### src/rtl/cpu_sequencer.sv
// Stores a short CPU command program and replays it into the CPU load/operate port,
// capturing the accumulator and carry after each operate command.
module cpu_sequencer #(
  parameter int DEPTH  = 16,
  parameter int ADDR_W = 4
) (
  input  logic              clk,
  input  logic              rst,
  input  logic              prog_we,
  input  logic [16:0]       prog_data,
  input  logic              prog_clr,
  output logic [ADDR_W:0]   prog_count,
  output logic              prog_full,
  input  logic              start,
  output logic              busy,
  output logic              done,
  output logic              cpu_ce,
  output logic              cpu_load,
  output logic              cpu_cin,
  output logic [6:0]        cpu_opcode,
  output logic [7:0]        cpu_data,
  input  logic [7:0]        cpu_data_out,
  input  logic              cpu_cout,
  output logic [7:0]        result,
  output logic              result_cout
);

  typedef enum logic [2:0] {IDLE, ISSUE, WAIT, CAPTURE, FINISH} state_t;

  localparam logic [ADDR_W:0]   FULL_CNT = (ADDR_W+1)'(DEPTH);
  localparam logic [ADDR_W:0]   CNT_ONE  = 1;
  localparam logic [ADDR_W-1:0] IDX_ONE  = 1;

  logic [16:0] mem [DEPTH];

  state_t            state, state_n;
  logic [ADDR_W-1:0] idx, idx_n, idx_inc;
  logic [ADDR_W:0]   wptr_n;
  logic              last;
  logic              issue;
  logic [16:0]       issue_word;
  logic              ce_n, load_n, cin_n;
  logic [6:0]        opcode_n;
  logic [7:0]        data_n, result_n;
  logic              result_cout_n;
  logic              mem_we;

  assign idx_inc = idx + IDX_ONE;
  assign last    = (({1'b0, idx} + CNT_ONE) == prog_count);

  always_comb begin
    state_n       = state;
    idx_n         = idx;
    wptr_n        = prog_count;
    mem_we        = 1'b0;
    issue         = 1'b0;
    issue_word    = mem[idx_inc];
    result_n      = result;
    result_cout_n = result_cout;

    case (state)
      IDLE: begin
        if (prog_clr) begin
          wptr_n = '0;
        end else if (prog_we && !prog_full) begin
          wptr_n = prog_count + CNT_ONE;
          mem_we = 1'b1;
        end
        if (start) begin
          if (prog_count == '0) begin
            state_n = FINISH;
          end else begin
            idx_n      = '0;
            issue      = 1'b1;
            issue_word = mem[0];
            state_n    = ISSUE;
          end
        end
      end
      ISSUE: begin
        if (!cpu_load) begin
          state_n = WAIT;
        end else if (last) begin
          state_n = FINISH;
        end else begin
          idx_n   = idx_inc;
          issue   = 1'b1;
          state_n = ISSUE;
        end
      end
      WAIT: state_n = CAPTURE;
      CAPTURE: begin
        result_n      = cpu_data_out;
        result_cout_n = cpu_cout;
        if (last) begin
          state_n = FINISH;
        end else begin
          idx_n   = idx_inc;
          issue   = 1'b1;
          state_n = ISSUE;
        end
      end
      FINISH: state_n = IDLE;
      default: state_n = IDLE;
    endcase

    // Command fields hold their previous values whenever no command is issued.
    ce_n     = issue;
    load_n   = issue ? issue_word[15]   : cpu_load;
    cin_n    = issue ? issue_word[16]   : cpu_cin;
    opcode_n = issue ? issue_word[14:8] : cpu_opcode;
    data_n   = issue ? issue_word[7:0]  : cpu_data;
  end

  always_ff @(posedge clk) begin
    if (rst) begin
      state       <= IDLE;
      idx         <= '0;
      prog_count  <= '0;
      prog_full   <= 1'b0;
      busy        <= 1'b0;
      done        <= 1'b0;
      cpu_ce      <= 1'b0;
      cpu_load    <= 1'b0;
      cpu_cin     <= 1'b0;
      cpu_opcode  <= '0;
      cpu_data    <= '0;
      result      <= '0;
      result_cout <= 1'b0;
    end else begin
      state       <= state_n;
      idx         <= idx_n;
      prog_count  <= wptr_n;
      prog_full   <= (wptr_n == FULL_CNT);
      busy        <= (state_n != IDLE);
      done        <= (state_n == FINISH);
      cpu_ce      <= ce_n;
      cpu_load    <= load_n;
      cpu_cin     <= cin_n;
      cpu_opcode  <= opcode_n;
      cpu_data    <= data_n;
      result      <= result_n;
      result_cout <= result_cout_n;
    end
  end

  // Program storage needs no reset; only the write pointer defines valid entries.
  always_ff @(posedge clk) begin
    if (!rst && mem_we)
      mem[prog_count[ADDR_W-1:0]] <= prog_data;
  end

endmodule
### config.mk
export PLATFORM = sky130hd
export DESIGN_NAME = cpu_sequencer
export DESIGN_NICKNAME = d
export VERILOG_FILES = /design/src/rtl/cpu_sequencer.sv
export SDC_FILE = /design/constraint.sdc
export NUM_CORES = 1
export LEC_CHECK = 0
export CORE_ASPECT_RATIO = 0.6
export CORE_MARGIN = 8
export CORE_UTILIZATION = 25
export DETAILED_ROUTE_END_ITERATION = 10
export PLACE_DENSITY = 0.47
export SLEW_MARGIN = 40
export SYNTH_ARGS = -nofsm -noshare
export SYNTH_HDL_FRONTEND = slang
export SYNTH_SLANG_ARGS = --single-unit
### constraint.sdc
create_clock -name clk -period 4.5 [get_ports clk]
set_input_delay 0.9 -clock clk [delete_from_list [all_inputs] [get_ports clk]]
set_output_delay 0.9 -clock clk [all_outputs]
set_load 0.01 [all_outputs]
==> impl_metrics.json <==
{
  "outcome": "completed",
  "yosysWarnings": 0,
  "path_cells": "buf_4 -> nor3_1 -> and3b_1 -> nor3b_1 -> nand2_1 -> nor2_2 -> buf_4",
  "syn_inst": 709,
  "drv_cap": 0,
  "relSlewSlack_pct": 46.09,
  "cts-root-buf": "clkbuf_16",
  "setup.worst_path.start_class": "flip-flop",
  "ctsHtreeMaxLevel": 1,
  "synth.distinct_cells": 40,
  "viasPerCell": 4.563,
  "clock_latency_ns": 0.55,
  "ff2ff_path_depth": 7,
  "hp-class": "reg -> reg",
  "hold_path_end": "result[7]$_SDFFE_PP0N_",
  "whs_path_depth": 2,
  "hpwlAfterDp_um": 20010,
  "power_leakage_nw": 4.454,
  "pin_count": 66,
  "area_growth_pct": 20.14,
  "multiInputGateArea_um2": 3122,
  "r2r_end": "mem[14][15]$_DFFE_PP_",
  "path_class": "reg -> reg",
  "cts_made_buffers": 28,
  "rrSetupSlack_ns": 1.22,
  "max_freq_mhz": 304.5,
  "rows": 63,
  "antenna_found_initial": 0,
  "hold_start": "result[7]$_SDFFE_PP0N_",
  "rsz0062_at_grt": "no",
  "cts-resized-gates": 0,
  "fin_cells": 1461,
  "numPlacedInstances": 1409,
  "grt_pass1_vias": 6649,
  "cp-end-kind": "flip-flop",
  "drc": 0,
  "die_width_um": 301.9,
  "ir_drop_mv": 0.2437,
  "num_vias": 6667,
  "timing.final.crit_share_pct": 72.97,
  "syn_nets": 745,
  "clock_path_buffers": 3,
  "avgRoutedWirePerCell_um": 21.57,
  "cp.arrival_ns": 3.53,
  "globalplace.congestion": 0.8033,
  "critPathSlowestCell": "nor2_2",
  "seq_area_frac_synth_pct": 73.49,
  "grt_usage_pct": 10.93,
  "clock_sinks": 314,
  "die_y_um": 187.5,
  "drt_iter0_markers": 699,
  "grt_pass1_wl_um": 46920,
  "worstPathRequired_ns": 4.75,
  "finalSetupViolCount": 0,
  "synth.cell_area_um2": 12260,
  "cts_tree": "done",
  "hold_viol": 0,
  "nFillCells": 4850,
  "ctsHoldBuffers": 0,
  "yosysTopAreaCell": "edfxtp_1",
  "regArea_um2": 9012,
  "drive_gt1_share_pct": 20.22,
  "cp_slowest_stage_delay_ns": 0.59,
  "ant_nets": 0,
  "routed_wl_um": 31510,
  "cp_max_fo": 15,
  "slew_viol_final": 0,
  "start_util_pct": 25.08,
  "design.core.area_um2": 48870,
  "portBuffers": 65,
  "nNetsFinal": 825,
  "synth_seq_cells": 314,
  "postCtsSetupBuffers": 0,
  "reg2reg_from": "state[1]$_SDFF_PP0_",
  "power.density_nw_per_um2": 402.2,
  "fin_util_pct": 30.13,
  "path_clk_slew_ns": 0.07,
  "grt_overflow": 0,
  "die_area_um2": 56610,
  "period_minus_slack_ns": 3.284,
  "worst_path_most_repeated_cell": "buf_4",
  "grt_max_degree": 38,
  "dr.pass1.iters": 5,
  "syn_avg_cell_area_um2": 17.29,
  "skew_ns": 0.007702,
  "finalSetupTns_ns": 0,
  "p_total_mw": 5.922,
  "diodes": 0,
  "synth_area_leaders": "edfxtp_1 (67%), mux4_2 (12%), dfxtp_1 (6.9%)",
  "tightest_slew_ns": 0.8061,
  "synth.top_cell.area_share_pct": 66.63
}
[registers in the layout, indices dropped and copies added, names as in the netlist]
register and flops:
state 3, cpu_cin 1, cpu_load 1, mem 272
prog_count 5, done 1, cpu_opcode 7, busy 1
cpu_data 8, cpu_ce 1, result_cout 1, idx 4
result 8, prog_full 1
[Yosys cell counts]
cell       number
nor4b_2         1
nand2_1        89
nor3_1         29
or3_1           1
o21ai_0         1
edfxtp_1      272
and3b_1         2
o21ba_2         1
a211oi_1        1
mux4_2         68
inv_1           2
buf_2          18
a32oi_1         1
xor2_1          6
o21bai_1        1
nor2b_1         2
ha_1            5
or2_1           1
a21oi_1        48
a211o_1         1
nand3_1        13
a21oi_2         1
xnor2_1         5
clkbuf_1       19
o221ai_1        1
nor2_1         39
dfxtp_1        42
a211oi_4        1
buf_4           3
or3b_2          1
and2_1          1
a311oi_1        1
nor3b_1         2
mux2i_1         2
nand4_1         1
nand2b_1        5
xnor2_2         1
buf_6           2
clkbuf_2        2
a2111oi_0      17
[where the power goes]
| part | internal (mW) | switching (mW) |
|---|---|---|
| registers | 3.19 | 0.0295 |
| clock network | 1.35 | 1.07 |
| logic | 0.117 | 0.168 |
| total | 4.66 | 1.26 |
[layout make-up]
class	count	share of cell area, %
timing repair buffer	94	5.862
sequential	314	61.20
clock inverter	18	1.113
inverter	2	0.05098
multi-input combinational	349	21.20
clock buffer	34	5.055
tap	650	5.523
[cells in the final DEF (no fill, tap or decap), types with 7 or more instances in the layout]
cell               n
clkbuf_16         29
a21oi_1           48
nand3_1           13
a2111oi_0         17
nand2_1           89
dfxtp_1           41
nor3_1            25
mux4_2            68
clkdlybuf4s50_1   64
nor2_2            12
edfxtp_1         272
buf_4             29
nor2_1            27
clkinv_1           7
[metrics by stage]
step	cell area (um2)	worst slack [ns]	hold WS, ns
global placement	13820	0.9192	0.4459
finish	14730	1.216	0.4567
global route	14730	0.8442	0.4819
detailed placement	13820	0.8886	0.4511
CTS	14730	1.162	0.4612
floorplan	12260	1.179	0.4492
[cell families after synthesis]
family,synth area share (%)
xor+xnor,0.9187
buf+inv,1.827
flops,73.49
simple gates,6.655
compound gates,3.940
fa+ha+maj,0.5104
mux,12.66
[routing by layer]
| metal | GRT usage, % | share of wire (%) | vias to the layer above |
|---|---|---|---|
| met1 | 17.58 | 52 | 3542 |
| met5 | 0 | 0 | - |
| met2 | 15.11 | 41 | 151 |
| met3 | 2.246 | 5.1 | 39 |
| met4 | 1.514 | 1.4 | 0 |
| li1 | - | - | 2935 |
[worst max path at each step]
stage	start	endpoint	slack (ns)	cells past startpoint
floorplan	prog_we	mem[0][0]$_DFFE_PP_	1.18	5
global placement	prog_we	mem[14][0]$_DFFE_PP_	0.92	6
detailed placement	prog_we	mem[14][3]$_DFFE_PP_	0.89	6
CTS	state[1]$_SDFF_PP0_	mem[14][0]$_DFFE_PP_	1.16	7
global route	state[1]$_SDFF_PP0_	mem[14][15]$_DFFE_PP_	0.84	7
finish	state[1]$_SDFF_PP0_	mem[14][15]$_DFFE_PP_	1.22	7
[worst max-delay path, delay by kind of cell (launching register included)]
kind / cells / cell delay (ns)
AND/OR/NAND/NOR: 5 / 2.17
buffers and inverters: 2 / 0.51
flip-flops: 1 / 0.30
(Power assumes the default switching activity.)
